[src/rtl/inst_fetch_ctrl_if.sv]
// Fetch-stage bus bundle: the instruction-memory port, redirect/halt control from
// later stages, and the IF/ID slot handshake toward decode.
//   master : used by inst_fetch_ctrl (drives imem_addr, if_*, fault)
//   slave  : used by the environment (drives imem_rdata, redirect_*, halt, if_ready)
// Optional macro: FETCH_PERF_EN adds fetch_count / stall_count.
interface inst_fetch_ctrl_if #(
  parameter int unsigned ADDR_W = 32,
  parameter int unsigned DATA_W = 32
);
  logic [ADDR_W-1:0] imem_addr;
  logic [DATA_W-1:0] imem_rdata;
  logic              redirect_valid;
  logic [ADDR_W-1:0] redirect_pc;
  logic              halt;
  logic              if_valid;
  logic              if_ready;
  logic [DATA_W-1:0] if_instr;
  logic [ADDR_W-1:0] if_pc;
  logic [ADDR_W-1:0] if_pc_plus4;
  logic              fault;
`ifdef FETCH_PERF_EN
  logic [31:0]       fetch_count;
  logic [31:0]       stall_count;
`endif

  modport master (
    output imem_addr,
    input  imem_rdata,
    input  redirect_valid,
    input  redirect_pc,
    input  halt,
    output if_valid,
    input  if_ready,
    output if_instr,
    output if_pc,
    output if_pc_plus4,
`ifdef FETCH_PERF_EN
    output fetch_count,
    output stall_count,
`endif
    output fault
  );

  modport slave (
    input  imem_addr,
    output imem_rdata,
    output redirect_valid,
    output redirect_pc,
    output halt,
    input  if_valid,
    output if_ready,
    input  if_instr,
    input  if_pc,
    input  if_pc_plus4,
`ifdef FETCH_PERF_EN
    input  fetch_count,
    input  stall_count,
`endif
    input  fault
  );
endinterface

[src/rtl/inst_fetch_ctrl.sv]
// Instruction-fetch sequencer for the IF stage. Owns the PC, presents it to a
// combinational instruction memory, and registers the returned word into the
// IF/ID slot with a valid/ready handshake toward decode. Handles stalls,
// branch/jump redirects, halt, and a sticky fault on misaligned redirects.
// Ports:
//   clk    : clock, all state updates on posedge
//   reset  : synchronous active-high reset
//   bus    : inst_fetch_ctrl_if.master (imem_addr/imem_rdata, redirect_valid/
//            redirect_pc, halt, if_valid/if_ready, if_instr, if_pc,
//            if_pc_plus4, fault)
// Optional macro: FETCH_PERF_EN adds fetch_count (loads) and stall_count
// (RUN cycles with a valid slot blocked by decode).
module inst_fetch_ctrl #(
  parameter int unsigned       ADDR_W   = 32,
  parameter int unsigned       DATA_W   = 32,
  parameter logic [ADDR_W-1:0] RESET_PC = '0
) (
  input logic               clk,
  input logic               reset,
  inst_fetch_ctrl_if.master bus
);

  typedef enum logic [1:0] {
    StRun,
    StHalt,
    StFault
  } state_e;

  state_e            state_q;
  logic [ADDR_W-1:0] pc_q;
  logic              valid_q;
  logic [DATA_W-1:0] instr_q;
  logic [ADDR_W-1:0] if_pc_q;
  logic [ADDR_W-1:0] if_pc_plus4_q;
  logic              fault_q;

  logic              load_ok;
  logic              redir_ok;
  logic              redir_bad;
  logic              load_fire;
  logic [ADDR_W-1:0] pc_plus4;

  always_comb begin
    load_ok   = !valid_q || bus.if_ready;
    redir_ok  = bus.redirect_valid && (bus.redirect_pc[1:0] == 2'b00);
    redir_bad = bus.redirect_valid && (bus.redirect_pc[1:0] != 2'b00);
    // Wraps modulo 2^ADDR_W by construction.
    pc_plus4  = pc_q + ADDR_W'(4);
    // A redirect (aligned or not) pre-empts the load in the same cycle.
    load_fire = (state_q == StRun) && !bus.redirect_valid && load_ok;
  end

  always_ff @(posedge clk) begin
    if (reset) begin
      state_q       <= StRun;
      pc_q          <= RESET_PC;
      valid_q       <= 1'b0;
      instr_q       <= '0;
      if_pc_q       <= '0;
      if_pc_plus4_q <= '0;
      fault_q       <= 1'b0;
    end else begin
      case (state_q)
        StRun, StHalt: begin
          if (redir_ok) begin
            // Squash the slot even if decode takes it this cycle.
            pc_q    <= bus.redirect_pc;
            valid_q <= 1'b0;
            // Redirect beats halt in RUN; HALT only leaves once halt drops.
            state_q <= ((state_q == StHalt) && bus.halt) ? StHalt : StRun;
          end else if (redir_bad) begin
            fault_q <= 1'b1;
            valid_q <= 1'b0;
            state_q <= StFault;
          end else if (state_q == StRun) begin
            if (load_fire) begin
              instr_q       <= bus.imem_rdata;
              if_pc_q       <= pc_q;
              if_pc_plus4_q <= pc_plus4;
              valid_q       <= 1'b1;
              pc_q          <= pc_plus4;
            end
            // A halt arriving with a load still takes that load.
            state_q <= bus.halt ? StHalt : StRun;
          end else begin
            // HALT: no new fetches, but a pending slot may still drain.
            if (bus.if_ready) begin
              valid_q <= 1'b0;
            end
            state_q <= bus.halt ? StHalt : StRun;
          end
        end
        StFault: begin
          valid_q <= 1'b0;
        end
        default: begin
          valid_q <= 1'b0;
          state_q <= StFault;
        end
      endcase
    end
  end

  assign bus.imem_addr   = pc_q;
  assign bus.if_valid    = valid_q;
  assign bus.if_instr    = instr_q;
  assign bus.if_pc       = if_pc_q;
  assign bus.if_pc_plus4 = if_pc_plus4_q;
  assign bus.fault       = fault_q;

`ifdef FETCH_PERF_EN
  logic [31:0] fetch_count_q;
  logic [31:0] stall_count_q;
  logic        stall_cyc;

  assign stall_cyc = (state_q == StRun) && valid_q && !bus.if_ready;

  always_ff @(posedge clk) begin
    if (reset) begin
      fetch_count_q <= '0;
      stall_count_q <= '0;
    end else begin
      if (load_fire) begin
        fetch_count_q <= fetch_count_q + 32'd1;
      end
      if (stall_cyc) begin
        stall_count_q <= stall_count_q + 32'd1;
      end
    end
  end

  assign bus.fetch_count = fetch_count_q;
  assign bus.stall_count = stall_count_q;
`endif

endmodule
[src/flat_wrapper.sv]
// flat-port wrapper written by rule: the top's interface ports become plain ports
module inst_fetch_ctrl_flat 
#(
  parameter int unsigned       ADDR_W   = 32,
  parameter int unsigned       DATA_W   = 32,
  parameter logic [ADDR_W-1:0] RESET_PC = '0
)
  (clk, reset, bus_imem_addr, bus_imem_rdata, bus_redirect_valid, bus_redirect_pc, bus_halt, bus_if_valid, bus_if_ready, bus_if_instr, bus_if_pc, bus_if_pc_plus4, bus_fault);
  inst_fetch_ctrl_if #(.ADDR_W(ADDR_W), .DATA_W(DATA_W)) bus_i ();
  input logic clk;
  input logic reset;
  output wire logic [$bits(bus_i.imem_addr)-1:0] bus_imem_addr;
  input wire logic [$bits(bus_i.imem_rdata)-1:0] bus_imem_rdata;
  input wire logic [$bits(bus_i.redirect_valid)-1:0] bus_redirect_valid;
  input wire logic [$bits(bus_i.redirect_pc)-1:0] bus_redirect_pc;
  input wire logic [$bits(bus_i.halt)-1:0] bus_halt;
  output wire logic [$bits(bus_i.if_valid)-1:0] bus_if_valid;
  input wire logic [$bits(bus_i.if_ready)-1:0] bus_if_ready;
  output wire logic [$bits(bus_i.if_instr)-1:0] bus_if_instr;
  output wire logic [$bits(bus_i.if_pc)-1:0] bus_if_pc;
  output wire logic [$bits(bus_i.if_pc_plus4)-1:0] bus_if_pc_plus4;
  output wire logic [$bits(bus_i.fault)-1:0] bus_fault;
  assign bus_imem_addr = bus_i.imem_addr;
  assign bus_i.imem_rdata = bus_imem_rdata;
  assign bus_i.redirect_valid = bus_redirect_valid;
  assign bus_i.redirect_pc = bus_redirect_pc;
  assign bus_i.halt = bus_halt;
  assign bus_if_valid = bus_i.if_valid;
  assign bus_i.if_ready = bus_if_ready;
  assign bus_if_instr = bus_i.if_instr;
  assign bus_if_pc = bus_i.if_pc;
  assign bus_if_pc_plus4 = bus_i.if_pc_plus4;
  assign bus_fault = bus_i.fault;
  inst_fetch_ctrl #(.ADDR_W(ADDR_W), .DATA_W(DATA_W), .RESET_PC(RESET_PC)) u_core (.clk(clk), .reset(reset), .bus(bus_i));
endmodule
[config.mk]
export PLATFORM = sky130hd
export DESIGN_NAME = inst_fetch_ctrl_flat
export DESIGN_NICKNAME = d
export VERILOG_FILES = /design/src/rtl/inst_fetch_ctrl_if.sv /design/src/rtl/inst_fetch_ctrl.sv /design/src/flat_wrapper.sv
export SDC_FILE = /design/constraint.sdc
export NUM_CORES = 1
export LEC_CHECK = 0
export ABC_AREA = 1
export BUFFER_PORTS_ARGS = -buffer_cell sky130_fd_sc_hd__buf_2
export CORE_MARGIN = 2
export CORE_UTILIZATION = 54
export CTS_CLUSTER_SIZE = 25
export DETAILED_ROUTE_END_ITERATION = 12
export HOLD_SLACK_MARGIN = 0.05
export PLACE_DENSITY = 0.89
export SLEW_MARGIN = 5
export SYNTH_ARGS = -nofsm -noshare
export SYNTH_HDL_FRONTEND = slang
export SYNTH_SLANG_ARGS = --single-unit
[constraint.sdc]
create_clock -name clk -period 3.48 [get_ports clk]
set_clock_uncertainty 0.05 [all_clocks]
set_input_delay 0.696 -clock clk [delete_from_list [all_inputs] [get_ports clk]]
set_output_delay 0.696 -clock clk [all_outputs]
set_load 0.03 [all_outputs]
==> flow_metrics.py, run 1 <==
metrics = {
    "critical_path": {
        "cp.arrival_ps": 2790,
        "cp-start-kind": "flop",
        "slowest_delay_ps": 440,
        "crit_path_end_kind": "flop",
        "cp_data_required_time_ps": 3840,
        "critPathKind": "flop to flop",
        "crit_slowest_cell": "buf_4",
        "path_cells": "nor2_1 -> nand3_2 -> buf_4 -> nand2_2 -> nand2_2 -> buf_4 -> nand2_1 -> nand2_1 -> a21oi_1",
        "crit_fanout": 48,
    },
    "synth": {
        "synth_top_family_by_area": "simple AND/OR/NAND/NOR gates",
        "synth_top_area_share_pct": 44.5,
        "synth_cell_types": 30,
        "synth_area_per_cell_um2": 7.26,
        "synth.ff_latch_count": 130,
        "yosys.area.top_type": "dfxtp_1",
        "yosysMostFrequentCell": "nand2_1",
        "synth_compound_area_share_pct": 19.6,
        "syn_nets": 875,
        "syn_inst": 805,
        "yosys.area_share.simple_pct": 23.7,
        "ys_async_sr_fraction_pct": 0,
        "synth_edf_count": 0,
        "ys_top_cells_by_count": "nand2_1 (241), dfxtp_1 (130), a21oi_1 (126)",
        "ys_seq_area_share_pct": 44.5,
        "synth-main-ff-cell": "dfxtp_1",
        "netlist_area_um2": 5850,
        "yosysWarnings": 0,
        "synthTopCellsByArea": "dfxtp_1 (45%), nand2_1 (15%), a21oi_1 (11%)",
        "synthAdderAreaFrac_pct": 0.214,
        "synthMuxAreaShare_pct": 0,
        "synthXorXnorAreaFrac_pct": 2.48,
    },
    "grt": {
        "grt_pass1_wl_um": 26100,
        "grt_overflow": 0,
        "grt_pass1_vias": 5412,
        "grt_max_degree": 115,
        "antenna_found_initial": 0,
        "grt_usage_pct": 28.4,
    },
    "clock_network": {
        "clkLatencyLatePin_ps": 520,
        "hold_buffers": 0,
        "cts_resized": 0,
        "cts_tree": "yes",
        "cts_inserted_buffers": 17,
        "clk_pin_slew_ps": 60,
        "cts_sinks": 130,
        "post_cts_buffers": 0,
        "clk_path_buf_depth": 2,
        "cts-htree-levels": 4,
        "root_buffer": "clkbuf_8",
    },
    "placement": {
        "numPortBuffers": 198,
        "dp_hpwl_um": 11200,
        "dp_cells": 1095,
        "placement.cell_area_um2": 6780,
        "routabilityCongestion": 0.939,
    },
    "sta": {
        "hold_viol_final": 0,
        "rsz0062_at_grt": "false",
        "period_share_pct": 70.1,
        "finalSetupTns_ps": 0,
        "tightestPinTransition_ps": 1010,
        "period_minus_slack_ps": 2440,
        "timing.fmax_mhz": 410,
        "relSlewSlack_pct": 32.6,
        "setup_viol": 0,
        "finalMaxSlewViolations": 0,
    },
    "layout": {
        "area_delta_synth_final_pct": 26.4,
        "nets": 1048,
        "drive_gt1_share_pct": 27.2,
        "finalNonFillerCells": 1127,
        "antenna_cells": 0,
        "fin_area_um2": 7390,
        "final_core_util_pct": 71.0,
    },
    "floorplanning": {
        "die_w_um": 108,
        "io_pins": 199,
        "initial_utilization_pct": 56.1,
        "die_area_um2": 11700,
        "rows": 37,
        "core_region_area_um2": 10400,
        "die_h_um": 108,
    },
    "pwr": {
        "fin_total_pwr_mw": 4.35,
        "p_leak_nw": 3.70,
        "powerDensity_nw_per_um2": 588,
        "ir_worst_vdd_v": 0.000380,
    },
    "min_path": {
        "hp-class": "input port to flop",
    },
    "route": {
        "via_count": 5890,
        "postRouteAntennaNets": 0,
        "drc": 0,
        "first_pass_iters": 5,
        "routed_wl_um": 16500,
        "via_per_inst": 5.23,
        "avgRoutedWirePerCell_um": 14.6,
        "drt_iter0_drc": 415,
    },
    "run": {
        "max_cap_violations": 0,
    },
    "run_status": {
        "outcome": "complete, no violations",
    },
}
cell families after synthesis:
group,count (synthesis)
and+or+nand+nor,326
AOI/OAI and AO/OA,214
DFF,130
buffers and inverters,120
xor gates and xnor gates,14
adders and majority gates,1
power by group:
group	switching [mW]	internal, mW
Sequential	0.0970	1.61
Clock	0.729	1.12
Combinational	0.561	0.233
Total	1.39	2.96
worst paths after layout:
check                            start                        end  slack (ps)  cells past startpoint
min                           bus_halt          u_core.state_q[0]         360                      3
min reg2reg  u_core.bus.if_pc_plus4[4]  u_core.bus.if_pc_plus4[4]         410                      2
max                  u_core.state_q[0]   u_core.bus.imem_addr[24]        1040                      9
max reg2reg          u_core.state_q[0]   u_core.bus.imem_addr[24]        1040                      9
through the flow:
step	hold slack (ps)	worst slack, ps
final	360	1040
after global routing	351	836
after CTS	344	1070
after detailed placement	403	686
after global placement	388	729
after floorplan	396	1690
worst max-delay path, delay by kind of cell, from the launching register on:
| family | cells | cell delay, ps |
|---|---|---|
| AO/OA/AOI/OAI | 1 | 50 |
| buffers and inverters | 2 | 840 |
| flip-flops | 1 | 420 |
| AND/OR/NAND/NOR | 6 | 950 |
flip-flops by register name, summed over array words and instances, names as in the netlist:
name,cells
u_core.bus.imem_addr,32
u_core.bus.if_pc,30
u_core.bus.if_pc_plus4,32
u_core.bus.fault,1
u_core.bus.if_valid,1
u_core.bus.if_instr,32
u_core.state_q,2
area by class of cell:
type,count,area (µm²)
clock buffer,17,414
tap,136,170
timing repair buffer,205,1060
multi-input combinational,555,2690
sequential,130,2600
clock inverter,15,198
fill,862,3030
inverter,69,262
placed cells by master, fill, tap and decap left out, types with 3 or more instances in the layout:
cell type,count
nand2_1,240
buf_2,198
dfxtp_1,130
a21oi_1,126
inv_1,66
o21ai_0,62
nor2_1,32
nand3_1,24
o21bai_1,17
clkbuf_16,16
xor2_1,11
nand2_2,10
nor2_4,7
nor2_2,6
buf_4,6
inv_6,5
o21a_1,4
xor2_2,3
a21o_1,3
clkinv_4,3
bufinv_16,3
metal layers:
metal / share of wire, % / global-route usage (%) / up-vias
met4: 2.7 / 11.3 / 0
met2: 48 / 45.9 / 239
li1: - / - / 2919
met5: 0 / 0 / -
met1: 43 / 36.4 / 2693
met3: 7.0 / 7.05 / 39
Power figures use the tool's default switching activity.
==> run 2, diff against run 1 <==
Settings changed: ABC_AREA 1 to 0, CORE_UTILIZATION 54 to 50, PLACE_DENSITY 0.89 to 0.84.
Clock period 3.48 ns to 2.45 ns, I/O delays scaled along.
==> run 2 against run 1 <==
Critical path depth down 2; hold slack got worse by 94 ps; non-clock buffer count increased by 20; clock power rose by 32%; register-to-register slack worse by 820 ps; sequential power is 36% higher; utilization decreased by 3.5 points; synthesized cell count down 12%; combinational power is 13% higher; final cell count decreased by 8.0%; critical path type unchanged; largest cell class unchanged.
==> flow_metrics.py, run 2 <==
metrics = {
    "grt": {
        "grt_overflow": 0,
        "grt_pass1_vias": 5194,
        "grt_usage_pct": 26.6,
        "grt_max_degree": 103,
        "antenna_found_initial": 0,
        "grt_pass1_wl_um": 25200,
    },
    "route": {
        "via_count": 5819,
        "routed_wl_um": 16400,
        "postRouteAntennaNets": 0,
        "drt_iter0_drc": 504,
        "drc": 0,
        "via_per_inst": 5.61,
        "first_pass_iters": 5,
        "avgRoutedWirePerCell_um": 15.8,
    },
    "synth": {
        "synthAdderAreaFrac_pct": 0.222,
        "yosysMostFrequentCell": "nand2_1",
        "synth_edf_count": 0,
        "synth.ff_latch_count": 130,
        "ys_seq_area_share_pct": 46.2,
        "synth-main-ff-cell": "dfxtp_1",
        "synth_compound_area_share_pct": 19.3,
        "ys_async_sr_fraction_pct": 0,
        "yosysWarnings": 0,
        "netlist_area_um2": 5640,
        "syn_inst": 708,
        "synth_top_family_by_area": "simple AND/OR/NAND/NOR gates",
        "syn_nets": 778,
        "synthTopCellsByArea": "dfxtp_1 (46%), nand2_1 (11%), a21oi_1 (8.4%)",
        "yosys.area_share.simple_pct": 25.3,
        "yosys.area.top_type": "dfxtp_1",
        "synthMuxAreaShare_pct": 0.355,
        "synthXorXnorAreaFrac_pct": 2.80,
        "synth_top_area_share_pct": 46.2,
        "ys_top_cells_by_count": "nand2_1 (159), dfxtp_1 (130), a21oi_1 (95)",
        "synth_cell_types": 53,
        "synth_area_per_cell_um2": 7.96,
    },
    "layout": {
        "final_cell_mix": "buf_2 (197), nand2_1 (159), dfxtp_1 (130)",
        "antenna_cells": 0,
        "drive_gt1_share_pct": 31.0,
        "final_core_util_pct": 67.4,
        "nets": 954,
        "mostFrequentLayoutCell": "buf_2",
        "area_delta_synth_final_pct": 30.8,
        "finalNonFillerCells": 1037,
    },
    "sta": {
        "finalSetupTns_ps": 0,
        "finalMaxSlewViolations": 0,
        "period_minus_slack_ps": 2220,
        "setup_viol": 0,
        "hold_viol_final": 0,
        "period_share_pct": 90.7,
        "tightestPinTransition_ps": 729,
        "relSlewSlack_pct": 51.4,
        "timing.fmax_mhz": 450,
        "rsz0062_at_grt": "false",
    },
    "run": {
        "max_cap_violations": 0,
    },
    "critical_path": {
        "path_cells": "ha_1 -> and4_1 -> nand3_2 -> buf_4 -> nor3_1 -> o21ai_0 -> a32o_1",
        "r2r_slack_ps": 230,
        "reg2reg_depth": 7,
        "critPathKind": "flop to flop",
        "crit_slowest_cell": "dfxtp_1",
        "r2r-end": "u_core.bus.imem_addr[18]",
        "cp_num_buf_inv": 1,
        "slowest_delay_ps": 340,
        "crit_path_end_kind": "flop",
        "cp-start-kind": "flop",
        "cp_data_required_time_ps": 2700,
        "r2r_start": "u_core.bus.imem_addr[2]",
        "crit_family": "simple AND/OR/NAND/NOR gates",
        "cp.arrival_ps": 2470,
        "crit_fanout": 13,
    },
    "clock_network": {
        "clk_pin_slew_ps": 60,
        "cts_resized": 0,
        "cts_tree": "yes",
        "clkLatencyLatePin_ps": 410,
        "clk_path_buf_depth": 2,
        "cts-htree-levels": 4,
        "cts_sinks": 130,
        "cts_inserted_buffers": 17,
        "hold_buffers": 0,
        "root_buffer": "clkbuf_16",
        "post_cts_buffers": 0,
    },
    "min_path": {
        "min_path_cells": 3,
        "hp-class": "input port to flop",
        "min_to": "u_core.bus.if_instr[18]",
        "min_from": "bus_imem_rdata[18]",
    },
    "placement": {
        "dp_hpwl_um": 11100,
        "dp_cells": 1005,
        "numPortBuffers": 198,
        "routabilityCongestion": 0.899,
    },
    "pwr": {
        "sequentialPowerShare_pct": 41.3,
        "pwr-share-clk_pct": 42.9,
        "power_switching_mw": 1.64,
        "fin_total_pwr_mw": 5.65,
        "p_sw_share_pct": 29.1,
        "combinationalPowerShare_pct": 15.9,
        "powerDensity_nw_per_um2": 766,
        "p_int_mw": 4.01,
        "ir_worst_vdd_v": 0.000601,
        "p_leak_nw": 3.11,
    },
    "floorplanning": {
        "rows": 38,
        "die_w_um": 110,
        "die_area_um2": 12100,
        "core_region_area_um2": 10900,
        "io_pins": 199,
        "die_h_um": 110,
        "initial_utilization_pct": 51.6,
    },
    "run_status": {
        "outcome": "complete, no violations",
    },
}
==> run 2: cell count changes in the layout (fill, tap and decap cells not counted), moves of 13 or more <==
cell / change
a21oi_1: -31
buf_4: +16
inv_1: -61
nand2_1: -81
nor2_1: +14
nor3_1: +24
o21ai_0: -25
o21bai_1: -17
xnor2_1: +13
==> run 2: logic make-up (layout without fill, tap and decap cells) <==
family          after synthesis  in the layout
fa+ha+maj                     1              1
compound gates              185            185
flops                       130            130
buf+inv                      74            263
simple gates                298            298
xor+xnor                     18             18
mux                           2              2
==> run 2: tightest hold or removal path, cell delays in order <==
cell and delay, ps:
buf_2 90, nand2_1 40, a21oi_1 50
==> run 2: power groups by stage <==
stage / Sequential (mW) / Combinational, mW / Clock [mW]
final: 2.33 / 0.898 / 2.42
after global routing: 2.35 / 0.972 / 2.57
after CTS: 2.33 / 0.899 / 2.45
after detailed placement: 2.37 / 0.895 / 0
after global placement: 2.37 / 0.886 / 0
after floorplan: 2.60 / 0.349 / 0
==> run 2: how the worst max path moves through the flow <==
stage,depth (start not counted),from,to
CTS,7,u_core.bus.imem_addr[2],u_core.bus.imem_addr[18]
detailed placement,5,bus_redirect_pc[1],u_core.bus.imem_addr[16]
global placement,5,bus_redirect_pc[1],u_core.bus.imem_addr[18]
floorplan,6,u_core.bus.imem_addr[2],u_core.bus.imem_addr[22]
finish,7,u_core.bus.imem_addr[2],u_core.bus.imem_addr[18]
global route,6,u_core.bus.imem_addr[2],u_core.bus.imem_addr[22]
==> run 2: cell type report <==
type	count	area (µm²)
fillers	935	3560
multi-input cells	504	2730
flip-flops and latches	130	2600
repair buffers	225	1270
clock buffers	21	470
well taps	140	175
clock inverters	11	104
inverters	6	22.5
==> run 2: metal layers <==
| metal | GRT usage [%] | wire length [µm] |
|---|---|---|
| met2 | 44.4 | 7940 |
| met1 | 32.4 | 6670 |
| met5 | 0 | 0 |
| met3 | 8.52 | 1490 |
| met4 | 8.93 | 274 |
==> run 2: metrics by stage <==
step / hold WS (ps) / setup slack (ps) / instance area, µm²
finish: 267 / 227 / 7380
global placement: 388 / 313 / 6800
global route: 245 / 61.9 / 7380
CTS: 253 / 235 / 7380
detailed placement: 393 / 243 / 6800
floorplan: 391 / 201 / 5640
